[src/rtl/gf180mcu_fd_sc_mcu7t5v0__dffrsnq_ctl_if.sv]
// Control and flop-drive bundle between a test controller (master) and the
// set/reset flop sequencer (slave).
interface gf180mcu_fd_sc_mcu7t5v0__dffrsnq_ctl_if #(
  parameter int CNT_W = 8
);
  logic             START;
  logic [1:0]       MODE;
  logic             D_IN;
  logic             Q_OBS;
  logic             RN_O;
  logic             SETN_O;
  logic             D_O;
  logic             BUSY;
  logic             DONE;
  logic             PASS;
  logic [CNT_W-1:0] ERR_CNT;

  modport master (
    output START, MODE, D_IN, Q_OBS,
    input  RN_O, SETN_O, D_O, BUSY, DONE, PASS, ERR_CNT
  );

  modport slave (
    input  START, MODE, D_IN, Q_OBS,
    output RN_O, SETN_O, D_O, BUSY, DONE, PASS, ERR_CNT
  );
endinterface

[src/rtl/gf180mcu_fd_sc_mcu7t5v0__dffrsnq_ctl.sv]
// Sequencer that exercises the SETN/RN/D pins of a set/reset flop and checks
// the resulting Q, keeping a saturating count of failed checks.
module gf180mcu_fd_sc_mcu7t5v0__dffrsnq_ctl #(
  parameter int HOLD_CYC  = 2,
  parameter int RECOV_CYC = 2,
  parameter int CNT_W     = 8
) (
  input  logic CLK,
  input  logic RST,
  gf180mcu_fd_sc_mcu7t5v0__dffrsnq_ctl_if.slave bus
);
  typedef enum logic [2:0] {
    IDLE    = 3'd0,
    ASSERT  = 3'd1,
    RELEASE = 3'd2,
    RECOV   = 3'd3,
    CHECK   = 3'd4
  } state_t;

  localparam logic [7:0]       HOLD_LD  = 8'(HOLD_CYC - 1);
  localparam logic [7:0]       RECOV_LD = 8'(RECOV_CYC - 1);
  localparam logic [CNT_W-1:0] CNT_MAX  = '1;

  state_t           r_state, w_state_next;
  logic [7:0]       r_cnt, w_cnt_next;
  logic [1:0]       r_mode;
  logic             r_d;
  logic             r_rn, r_setn, r_d_o, r_busy, r_done, r_pass;
  logic [CNT_W-1:0] r_err_cnt;

  logic             w_rn_next, w_setn_next, w_d_o_next;
  logic             w_busy_next, w_done_next, w_pass_next, w_err_inc;
  logic             w_exp_q;
  logic [1:0]       w_mode_eff;
  logic             w_d_eff;

  // On the launching edge the latches are not yet loaded, so use the live inputs.
  assign w_mode_eff = (r_state == IDLE) ? bus.MODE : r_mode;
  assign w_d_eff    = (r_state == IDLE) ? bus.D_IN : r_d;

  always_comb begin
    w_exp_q = 1'b0;
    case (r_mode)
      2'b01:   w_exp_q = 1'b1;
      2'b11:   w_exp_q = r_d;
      default: w_exp_q = 1'b0;
    endcase
  end

  always_comb begin
    w_state_next = r_state;
    w_cnt_next   = r_cnt;
    w_pass_next  = r_pass;
    w_err_inc    = 1'b0;
    case (r_state)
      IDLE: begin
        if (bus.START) begin
          w_state_next = ASSERT;
          w_cnt_next   = HOLD_LD;
        end
      end
      ASSERT: begin
        if (r_cnt == 8'd0) w_state_next = RELEASE;
        else               w_cnt_next   = r_cnt - 8'd1;
      end
      RELEASE: begin
        w_state_next = RECOV;
        w_cnt_next   = RECOV_LD;
      end
      RECOV: begin
        // Q is sampled on the edge into CHECK so PASS is valid alongside DONE.
        if (r_cnt == 8'd0) begin
          w_state_next = CHECK;
          w_pass_next  = (bus.Q_OBS == w_exp_q);
          w_err_inc    = (bus.Q_OBS != w_exp_q);
        end else begin
          w_cnt_next = r_cnt - 8'd1;
        end
      end
      CHECK:   w_state_next = IDLE;
      default: w_state_next = IDLE;
    endcase

    w_rn_next   = 1'b1;
    w_setn_next = 1'b1;
    w_d_o_next  = r_d_o;
    case (w_state_next)
      ASSERT: begin
        case (w_mode_eff)
          2'b00: w_rn_next   = 1'b0;
          2'b01: w_setn_next = 1'b0;
          2'b10: begin
            w_rn_next   = 1'b0;
            w_setn_next = 1'b0;
          end
          default: w_d_o_next = w_d_eff;
        endcase
      end
      RELEASE: begin
        if (r_mode == 2'b10) w_rn_next = 1'b0;
      end
      default: ;
    endcase
    w_busy_next = (w_state_next != IDLE);
    w_done_next = (w_state_next == CHECK);
  end

  always_ff @(posedge CLK) begin
    if (RST) begin
      r_state <= IDLE;
      r_cnt   <= 8'd0;
      r_mode  <= 2'b00;
      r_d     <= 1'b0;
    end else begin
      r_state <= w_state_next;
      r_cnt   <= w_cnt_next;
      if (r_state == IDLE && bus.START) begin
        r_mode <= bus.MODE;
        r_d    <= bus.D_IN;
      end
    end
  end

  // Flop drives come straight from registers so the async pins never see glitches.
  always_ff @(posedge CLK) begin
    if (RST) begin
      r_rn      <= 1'b0;
      r_setn    <= 1'b1;
      r_d_o     <= 1'b0;
      r_busy    <= 1'b0;
      r_done    <= 1'b0;
      r_pass    <= 1'b0;
      r_err_cnt <= '0;
    end else begin
      r_rn   <= w_rn_next;
      r_setn <= w_setn_next;
      r_d_o  <= w_d_o_next;
      r_busy <= w_busy_next;
      r_done <= w_done_next;
      r_pass <= w_pass_next;
      if (w_err_inc && r_err_cnt != CNT_MAX) r_err_cnt <= r_err_cnt + 1'b1;
    end
  end

  assign bus.RN_O    = r_rn;
  assign bus.SETN_O  = r_setn;
  assign bus.D_O     = r_d_o;
  assign bus.BUSY    = r_busy;
  assign bus.DONE    = r_done;
  assign bus.PASS    = r_pass;
  assign bus.ERR_CNT = r_err_cnt;
endmodule

[src/flat_wrapper.sv]
// flat-port wrapper written by rule: the top's interface ports become plain ports
module gf180mcu_fd_sc_mcu7t5v0__dffrsnq_ctl_flat 
#(
  parameter int HOLD_CYC  = 2,
  parameter int RECOV_CYC = 2,
  parameter int CNT_W     = 8
)
  (CLK, RST, bus_START, bus_MODE, bus_D_IN, bus_Q_OBS, bus_RN_O, bus_SETN_O, bus_D_O, bus_BUSY, bus_DONE, bus_PASS, bus_ERR_CNT);
  gf180mcu_fd_sc_mcu7t5v0__dffrsnq_ctl_if #(.CNT_W(CNT_W)) bus_i ();
  input  logic CLK;
  input  logic RST;
  input wire logic [$bits(bus_i.START)-1:0] bus_START;
  input wire logic [$bits(bus_i.MODE)-1:0] bus_MODE;
  input wire logic [$bits(bus_i.D_IN)-1:0] bus_D_IN;
  input wire logic [$bits(bus_i.Q_OBS)-1:0] bus_Q_OBS;
  output wire logic [$bits(bus_i.RN_O)-1:0] bus_RN_O;
  output wire logic [$bits(bus_i.SETN_O)-1:0] bus_SETN_O;
  output wire logic [$bits(bus_i.D_O)-1:0] bus_D_O;
  output wire logic [$bits(bus_i.BUSY)-1:0] bus_BUSY;
  output wire logic [$bits(bus_i.DONE)-1:0] bus_DONE;
  output wire logic [$bits(bus_i.PASS)-1:0] bus_PASS;
  output wire logic [$bits(bus_i.ERR_CNT)-1:0] bus_ERR_CNT;
  assign bus_i.START = bus_START;
  assign bus_i.MODE = bus_MODE;
  assign bus_i.D_IN = bus_D_IN;
  assign bus_i.Q_OBS = bus_Q_OBS;
  assign bus_RN_O = bus_i.RN_O;
  assign bus_SETN_O = bus_i.SETN_O;
  assign bus_D_O = bus_i.D_O;
  assign bus_BUSY = bus_i.BUSY;
  assign bus_DONE = bus_i.DONE;
  assign bus_PASS = bus_i.PASS;
  assign bus_ERR_CNT = bus_i.ERR_CNT;
  gf180mcu_fd_sc_mcu7t5v0__dffrsnq_ctl #(.HOLD_CYC(HOLD_CYC), .RECOV_CYC(RECOV_CYC), .CNT_W(CNT_W)) u_core (.CLK(CLK), .RST(RST), .bus(bus_i));
endmodule
[config.mk]
export PLATFORM = sky130hd
export DESIGN_NAME = gf180mcu_fd_sc_mcu7t5v0__dffrsnq_ctl_flat
export DESIGN_NICKNAME = d
export VERILOG_FILES = /design/src/rtl/gf180mcu_fd_sc_mcu7t5v0__dffrsnq_ctl_if.sv /design/src/rtl/gf180mcu_fd_sc_mcu7t5v0__dffrsnq_ctl.sv /design/src/flat_wrapper.sv
export SDC_FILE = /design/constraint.sdc
export NUM_CORES = 1
export LEC_CHECK = 0
export CORE_MARGIN = 2
export CORE_UTILIZATION = 27
export DETAILED_ROUTE_END_ITERATION = 10
export GPL_ROUTABILITY_DRIVEN = 0
export PLACE_DENSITY = 0.5
export SETUP_SLACK_MARGIN = 0.2
export SYNTH_ARGS = -nofsm -noshare
export SYNTH_HDL_FRONTEND = slang
export SYNTH_SLANG_ARGS = --single-unit
export TNS_END_PERCENT = 1
[constraint.sdc]
create_clock -name CLK -period 2.65 [get_ports CLK]
set_input_delay 0.6625 -clock CLK [delete_from_list [all_inputs] [get_ports CLK]]
set_output_delay 0.6625 -clock CLK [all_outputs]
set_load 0.01 [all_outputs]
---- Word-level counts from Yosys, hierarchy flattened ----
Cells that the tools add are included.
word-level totals
  register bits after elaboration ......... 28
  input port bits ......................... 7
  output and inout port bits .............. 14
  logic and storage cells ................. 62
cells by class
  $add $sub $neg .......................... 2
  eq/ne operators ......................... 16
  multiplexer cells ....................... 16
  bitwise logic cells ..................... 2
  reduce and logical (&&, ||, !) cells .... 15
operators by type and width
  cell                 number
  $pmux 8 s3           1
  $mux 8               2
  $pmux 3 s4           1
  $eq 3x2->1 const B   3
  $mux 3               3
  $add 8x1->8 const B  1
  $logic_not 8->1      1
  $ne 8x8->1 const B   1
  $reduce_or 2->1      4
  $sub 8x1->8 const B  1
  $eq 2x2->1 const B   3
  $eq 3x1->1 const B   2
  $mux 1               6
  $reduce_bool 3->1    2
  $eq 2x1->1 const B   2
  $ne 2x2->1 const B   2
  $pmux 1 s2           2
  $reduce_and 2->1     2
  $eq 3x3->1 const B   1
  $logic_not 3->1      1
  $reduce_and 3->1     1
  $reduce_or 3->1      1
  $logic_and 1x1->1    2
  $logic_not 2->1      1
  4 further kinds      5

---- Depth between registers and ports, before layout ----
Gate-level depths: netlist of the first run.
  depth after elaboration ................. 6
  depth in mapped cells ................... 8
  gate-level depth less buffers ........... 7

---- Worst setup path after synthesis of the first run ----
OpenSTA, ideal clock, no wires.
  path kind ............................... register to register
  start ................................... register u_core.r_cnt[2]
  end ..................................... register u_core.r_err_cnt[5] (netlist: u_core.bus.ERR_CNT[5])
  library setup time ...................... 0.070 ns
  data arrival time ....................... 2.324 ns
  data required time ...................... 2.580 ns
  path slack .............................. 0.256 ns
  stages on the path, launching flop included .. 7
  path buffers ............................ 1
  period minus slack after synthesis ...... 2.394 ns
  cells stage by stage .................... dfxtp_1 -> or4_4 -> or4_1 -> buf_2 -> a21o_4 -> or4_1 -> a21oi_1
between the ends
  cells in the longest elaborated chain, start to end .. 4
ends and longest elaborated chain
  element                   RTL line                                     text
  start: declaration        gf180mcu_fd_sc_mcu7t5v0__dffrsnq_ctl.sv:25   logic [7:0] r_cnt, w_cnt_next;
  start signal: assignment  gf180mcu_fd_sc_mcu7t5v0__dffrsnq_ctl.sv:116  r_cnt <= w_cnt_next;
  $logic_not 8->1           gf180mcu_fd_sc_mcu7t5v0__dffrsnq_ctl.sv:72   if (r_cnt == 8'd0) begin
  $mux 1                    gf180mcu_fd_sc_mcu7t5v0__dffrsnq_ctl.sv:72
  $mux 1                    gf180mcu_fd_sc_mcu7t5v0__dffrsnq_ctl.sv:55   case (r_state)
  $logic_and 1x1->1         gf180mcu_fd_sc_mcu7t5v0__dffrsnq_ctl.sv:141  if (w_err_inc && r_err_cnt != CNT_MAX) r_err_cnt <= r_err_cnt + 1'b1;
  end signal: assignment    gf180mcu_fd_sc_mcu7t5v0__dffrsnq_ctl.sv:141
  end: declaration          gf180mcu_fd_sc_mcu7t5v0__dffrsnq_ctl.sv:29   logic [CNT_W-1:0] r_err_cnt;
No other way between the ends.
A chain may end at the register's enable or synchronous reset.

---- Final worst setup path of the first run ----
Ends and elaborated chain as after synthesis.

==> metrics.txt, run 1 <==
Synth Register Bits 28; Total GRT Usage 12.3%; fmax 0.421 GHz; largest net degree at the start of global routing 21; DR vias 1160; Initial Util 27.8%; pwr dens 914 nW/µm²; drt pass-1 iters 4; # setup viols final 0; Hold-fix buffers, CTS 0; RSZ-0062 raised after global routing no; EDFF count, synth 0; Internal 936 µW; Root Buffer Master clkbuf_8; Startpoint Class flop; drt drc 0; CTS max path bufs 2; run status finished, final reports clean; Worst Path Max Fanout 8; Worst IR Drop VDD 0.000543 V; sequential share of power 40.2%; FFs w/ async S/R, synth 0%; die height 73.6 µm; Starting DRT DRC Count 46; CP bufs+invs 0; gr ovfl total 0; core area 4690 µm²; max-slew violation count 0; nets 186; PortBufs 20; global-route wire length before repair 5200 µm; Setup crit end kind flop; H-tree Lvls 1; Mapped Avg Cell Area 8.65 µm²; Worst-Skew Late Latency 0.27 ns; sequential share of the synthesized area 42.9%; P_sw 562 µW; Worst path max stage delay 0.56 ns; Net Sw Frac 37.5%; Comb power frac 44.9%; Worst Path Arrival 2.58 ns; worst setup path class flop to flop; worst slack at placement 0.171 ns; Final Hold Viols 0; Post-DRT Antenna Nets 0; clock transition at the registers of the reported paths 0.09 ns; ys flop type dfxtp_1; Clk network pwr share 14.9%; Syn. warnings 0; Die W 73.6 µm; slowest CP cell or4_4; max cap viols 0; post-synthesis cell type count 38; Most common cell on crit path or4_4; synthesized instance count 151; WL final 2950 µm; CTS Buf Count 3; ANT cells 0; Worst Hold Class flop to flop; Final Worst Setup Slack 0.273 ns; Fin Setup TNS 0 ns; Lkg Pwr 0.612 nW; Avg WL per Cell 12.9 µm; vias in the first global route 1148; slew at the pin with the worst max-slew slack 0.539 ns; min cycle time layout 2.38 ns; CTS tree built; IO Count 21; Final period util 89.7%; family with the most delay on the worst path simple AND/OR/NAND/NOR gates; Critical Path RT 2.86 ns; clk sink count 28; crit-path cells or4_4 -> or4_4 -> a21o_4 -> or4_1 -> a21oi_1; std cell rows 25; die area 5410 µm²; synthesis-to-finish area growth 25.6%; Final Skew 0.00268 ns; syn nets 161; Rel. slew slack 63.7%; initial antenna violation count 0; Vias/cell 5.09; Netlist Area Pre-Place 1310 µm²; Final HPWL DP 2300 µm; layout cells sized above 1 8.05%
## cell usage in the layout, fill, tap and decap left out, drive strengths merged, types with 3 or more instances in the layout
| master | instances |
|---|---|
| a21oi | 11 |
| buf | 5 |
| clkbuf | 3 |
| clkdlybuf4s50 | 20 |
| dfxtp | 28 |
| ha | 3 |
| inv | 7 |
| mux2 | 4 |
| nand2 | 8 |
| nand3 | 9 |
| nand3b | 5 |
| nor2 | 20 |
| nor2b | 4 |
| nor3 | 5 |
| o21ai | 6 |
| o31ai | 3 |
| or4 | 3 |
| xor2 | 7 |
## per-stage QoR
stage,hold WS [ns],area (µm²),std cells,power (mW),utilization [%]
after floorplan,0.449,1310,151,1.08,-
after global placement,0.449,1590,225,1.25,33.9
after detailed placement,0.462,1590,225,1.28,33.9
after CTS,0.475,1630,228,1.51,34.8
after global routing,0.495,1640,228,1.64,35.0
final,0.465,1640,228,1.50,35.0
## kinds of logic after synthesis
group / Yosys count / synth area share, %
xor+xnor: 8 / 5.36
simple gates: 67 / 27.3
mux: 6 / 4.98
flops: 28 / 42.9
compound gates: 27 / 13.0
buf+inv: 12 / 3.54
fa+ha+maj: 3 / 2.87
## worst min-delay path, stage by stage (launching register included)
cell	delay, ns
dfxtp_1	0.32
nand2_1	0.05
a21oi_1	0.05
## cells in the mapped netlist, drive strengths merged, types with 2 or more instances
cell | number | area (µm²)
nand3 | 9 | 45.0
nand4 | 2 | 12.5
dfxtp | 28 | 561
xor2 | 7 | 61.3
buf | 2 | 8.75
clkbuf | 3 | 11.3
ha | 3 | 37.5
a211oi | 2 | 15.0
nand2 | 8 | 30.0
nor3 | 5 | 25.0
nor2b | 4 | 25.0
mux2i | 2 | 20.0
o21ai | 6 | 30.0
mux2 | 4 | 45.0
o31ai | 3 | 22.5
nor3b | 2 | 15.0
a21oi | 11 | 55.1
or4 | 3 | 26.3
nor2 | 20 | 75.1
nand3b | 5 | 37.5
inv | 7 | 26.3
or3 | 2 | 12.5
## what timing repair did
action                     in CTS  in global routing
gates resized for setup         0                  2
setup buffers                   0                  0
setup endpoints to repair       0                  4
## layout make-up
class                   count  area [µm²]
repair buffers             25         238
clock buffers               3        41.3
multi-input cells         111         707
flip-flops and latches     28         561
well taps                  54        67.6
inverters                   7        26.3
fillers                   487        3050
## state kept, by name, indices dropped and copies added (netlist names), 2 cells and up
| register | count |
|---|---|
| u_core.r_cnt | 8 |
| u_core.r_state | 3 |
| u_core.bus.ERR_CNT | 8 |
| u_core.r_mode | 2 |
## layer usage
metal / up-vias / global-route usage, % / share of wire, %
met1: 549 / 15.0 / 45
met2: 27 / 21.5 / 50
met3: 2 / 3.43 / 4.1
met4: 0 / 2.63 / 0.61
li1: 582 / - / -
met5: - / 0 / 0
## path summary, 6_finish.rpt
| path | from | endpoint | slack, ns | cells after the start |
|---|---|---|---|---|
| setup / recovery | u_core.r_cnt[2] | u_core.bus.ERR_CNT[5] | 0.27 | 5 |
| hold / removal | u_core.bus.PASS | u_core.bus.PASS | 0.47 | 2 |
| setup reg to reg | u_core.r_cnt[2] | u_core.bus.ERR_CNT[5] | 0.27 | 5 |
| hold reg to reg | u_core.bus.PASS | u_core.bus.PASS | 0.47 | 2 |
## power groups by stage
stage / registers, mW / logic (mW) / clock network (mW)
finish: 0.603 / 0.672 / 0.223
global placement: 0.604 / 0.648 / 0
CTS: 0.602 / 0.676 / 0.236
floorplan: 0.594 / 0.487 / 0
detailed placement: 0.612 / 0.671 / 0
global route: 0.618 / 0.773 / 0.253
Power figures use the tool's default switching activity.
==> run 2, diff against run 1 <==
--- a/config.mk
+++ b/config.mk
@@ -7,10 +7,12 @@
 export LEC_CHECK = 0
 export CORE_MARGIN = 2
 export CORE_UTILIZATION = 27
+export CTS_CLUSTER_SIZE = 28
 export DETAILED_ROUTE_END_ITERATION = 10
 export GPL_ROUTABILITY_DRIVEN = 0
 export PLACE_DENSITY = 0.5
 export SETUP_SLACK_MARGIN = 0.2
+export SLEW_MARGIN = 15
 export SYNTH_ARGS = -nofsm -noshare
 export SYNTH_HDL_FRONTEND = slang
 export SYNTH_SLANG_ARGS = --single-unit
==> results of run 2 <==
Same layout as run 1: the final DEF is identical, and so are final timing and power.
==> run 3, diff against run 2 <==
--- a/config.mk
+++ b/config.mk
@@ -5,12 +5,12 @@
 export SDC_FILE = /design/constraint.sdc
 export NUM_CORES = 1
 export LEC_CHECK = 0
+export CORE_ASPECT_RATIO = 1.1
 export CORE_MARGIN = 2
 export CORE_UTILIZATION = 27
 export CTS_CLUSTER_SIZE = 28
 export DETAILED_ROUTE_END_ITERATION = 10
 export GPL_ROUTABILITY_DRIVEN = 0
-export PLACE_DENSITY = 0.5
 export SETUP_SLACK_MARGIN = 0.2
 export SLEW_MARGIN = 15
 export SYNTH_ARGS = -nofsm -noshare
==> run 3 against run 2 <==
Net effect: non-clock buffer count up 3; critical endpoint unchanged; worst setup slack improved by 0.010 ns; die area about the same; total power increased by 2.4%; largest cell class unchanged; global-route usage shrank 2.5 points; fmax increased by 0.43%; wire length down 9.6%; sequential power hardly changed; sequential cell count did not move.
==> metrics.txt, run 3 (synthesis gave the netlist of run 1 again) <==
Final period util 89.3% (was 89.7%); die height 77.0 µm (was 73.6 µm); sequential share of power 39.2% (was 40.2%); CTS tree built (unchanged); Final HPWL DP 2000 µm (was 2300 µm); die area 5410 µm² (about the same); vias in the first global route 994 (was 1148); RSZ-0062 raised after global routing no (unchanged); Comb power frac 43.5% (was 44.9%); slowest CP cell or4_4 (unchanged); Root Buffer Master clkbuf_8 (unchanged); hold path endpoint u_core.bus.PASS (unchanged); run status finished, final reports clean (unchanged); core area 4650 µm² (was 4690 µm²); slew at the pin with the worst max-slew slack 0.514 ns (was 0.539 ns); PortBufs 20 (unchanged); Internal 983 µW (was 936 µW); Reg2Reg Launch Point u_core.r_cnt[2] (unchanged); post-route insts no fill 234 (was 228); H-tree Lvls 1 (unchanged); largest net degree at the start of global routing 16 (was 21); Final Worst Setup Slack 0.283 ns (was 0.273 ns); drt pass-1 iters 4 (unchanged); FF-to-FF End u_core.bus.ERR_CNT[5] (unchanged); r2r setup slk 0.28 ns (was 0.27 ns); family with the most delay on the worst path simple AND/OR/NAND/NOR gates (unchanged); gr ovfl total 0 (unchanged); worst reg2reg path depth 5 (unchanged); Critical Path RT 2.86 ns (about the same); global-route wire length before repair 4320 µm (was 5200 µm); commonest non-fill, non-tap cell in the layout dfxtp_1 (unchanged); Die W 70.3 µm (was 73.6 µm); Avg WL per Cell 11.4 µm (was 12.9 µm); Setup crit end kind flop (unchanged); Fin Setup TNS 0 ns (unchanged); Final Hold Viols 0 (unchanged); max cap viols 0 (unchanged); min cycle time layout 2.37 ns (was 2.38 ns); ANT cells 0 (unchanged); # setup viols final 0 (unchanged); Cells after DPL 230 (was 225); clk sink count 28 (unchanged); max-slew violation count 0 (unchanged); Worst Path Max Fanout 8 (unchanged); DR vias 1098 (was 1160); Worst-Skew Late Latency 0.27 ns (about the same); Initial Util 28.1% (was 27.8%); Starting DRT DRC Count 48 (was 46); most frequent cells in the layout dfxtp_1, nor2_1, clkdlybuf4s50_1 (unchanged); Worst IR Drop VDD 0.000344 V (was 0.000543 V); pwr dens 915 nW/µm² (was 914 nW/µm²); Worst path max stage delay 0.54 ns (was 0.56 ns); Clk network pwr share 17.2% (was 14.9%); CTS max path bufs 2 (unchanged); std cell rows 26 (was 25); Final Skew 0.00557 ns (was 0.00268 ns); min-delay src u_core.bus.PASS (unchanged); CP bufs+invs 0 (unchanged); Post-DRT Antenna Nets 0 (unchanged); Most common cell on crit path or4_4 (unchanged); Net Sw Frac 36.0% (was 37.5%); layout cells sized above 1 10.1% (was 8.05%); Total GRT Usage 9.79% (was 12.3%); IO Count 21 (unchanged); drt drc 0 (unchanged); CTS Buf Count 3 (unchanged); worst setup path class flop to flop (unchanged); Hold WS 0.478 ns (was 0.465 ns); worst slack at placement 0.158 ns (was 0.171 ns); fmax 0.423 GHz (was 0.421 GHz); initial antenna violation count 0 (unchanged); Worst Hold Class flop to flop (unchanged); clock transition at the registers of the reported paths 0.10 ns (was 0.09 ns); synthesis-to-finish area growth 28.4% (was 25.6%); crit-path cells or4_4 -> or4_4 -> a21o_4 -> or4_1 -> a21oi_1 (unchanged); Rel. slew slack 65.4% (was 63.7%); Lkg Pwr 0.634 nW (was 0.612 nW); Startpoint Class flop (unchanged); nets 189 (was 186); hold path depth 2 (unchanged); total chip power 1.53 mW (was 1.50 mW); WL final 2670 µm (was 2950 µm); Vias/cell 4.69 (was 5.09); Worst Path Arrival 2.57 ns (was 2.58 ns); P_sw 552 µW (was 562 µW)
[run 3: cell count changes in the layout (fill, tap and decap cells not counted)]
cell	delta
a21oi_1	+1
a21oi_2	-1
buf_4	+3
clkbuf_8	+1
dfxtp_1	-1
dfxtp_2	+1
[run 3: worst max path at each step]
stage | from | to | slack [ns] | depth (start not counted)
after floorplan | u_core.r_cnt[2] | u_core.bus.ERR_CNT[5] | 0.26 | 6
after global placement | bus_Q_OBS | u_core.bus.ERR_CNT[5] | 0.18 | 5
after detailed placement | bus_Q_OBS | u_core.bus.ERR_CNT[5] | 0.16 | 5
after CTS | u_core.r_cnt[2] | u_core.bus.ERR_CNT[5] | 0.24 | 5
after global routing | u_core.r_cnt[2] | u_core.bus.ERR_CNT[5] | 0.20 | 5
final | u_core.r_cnt[2] | u_core.bus.ERR_CNT[5] | 0.28 | 5
[run 3: metrics by stage]
stage,util [%],cell area [µm²]
after floorplan,-,1310
after global placement,34.7,1620
after detailed placement,34.7,1620
after CTS,35.9,1670
after global routing,36.0,1680
final,36.0,1680
[run 3: what timing repair did]
action	4_1_cts	5_1_grt
setup buffers	0	0
setup endpoints to repair	0	2
hold buffers	0	0
resized for setup	0	2
[run 3: layer usage]
metal / share of wire [%] / GRT usage [%] / vias to the layer above
met5: 0 / 0 / -
li1: - / - / 588
met4: 1.7 / 4.62 / 0
met1: 50 / 11.8 / 485
met2: 44 / 16.3 / 21
met3: 4.7 / 2.23 / 4
[run 3: cell type report]
class / count / area (µm²)
multi-input cells: 111 / 703
clock buffers: 4 / 55.1
well taps: 56 / 70.1
fillers: 474 / 2980
flip-flops and latches: 28 / 562
repair buffers: 28 / 260
inverters: 7 / 26.3
[run 3: worst reg2reg max path, cell delays in order, from the launching register on]
cell and delay, ns:
dfxtp_2 0.35, or4_4 0.55, or4_4 0.53, a21o_4 0.23, or4_1 0.50, a21oi_1 0.15
[run 3: power groups by stage]
| stage | clock network (mW) | logic, mW | registers (mW) |
|---|---|---|---|
| after detailed placement | 0 | 0.668 | 0.611 |
| after global placement | 0 | 0.668 | 0.608 |
| after global routing | 0.289 | 0.748 | 0.615 |
| final | 0.265 | 0.668 | 0.602 |
| after CTS | 0.275 | 0.673 | 0.601 |
| after floorplan | 0 | 0.487 | 0.594 |
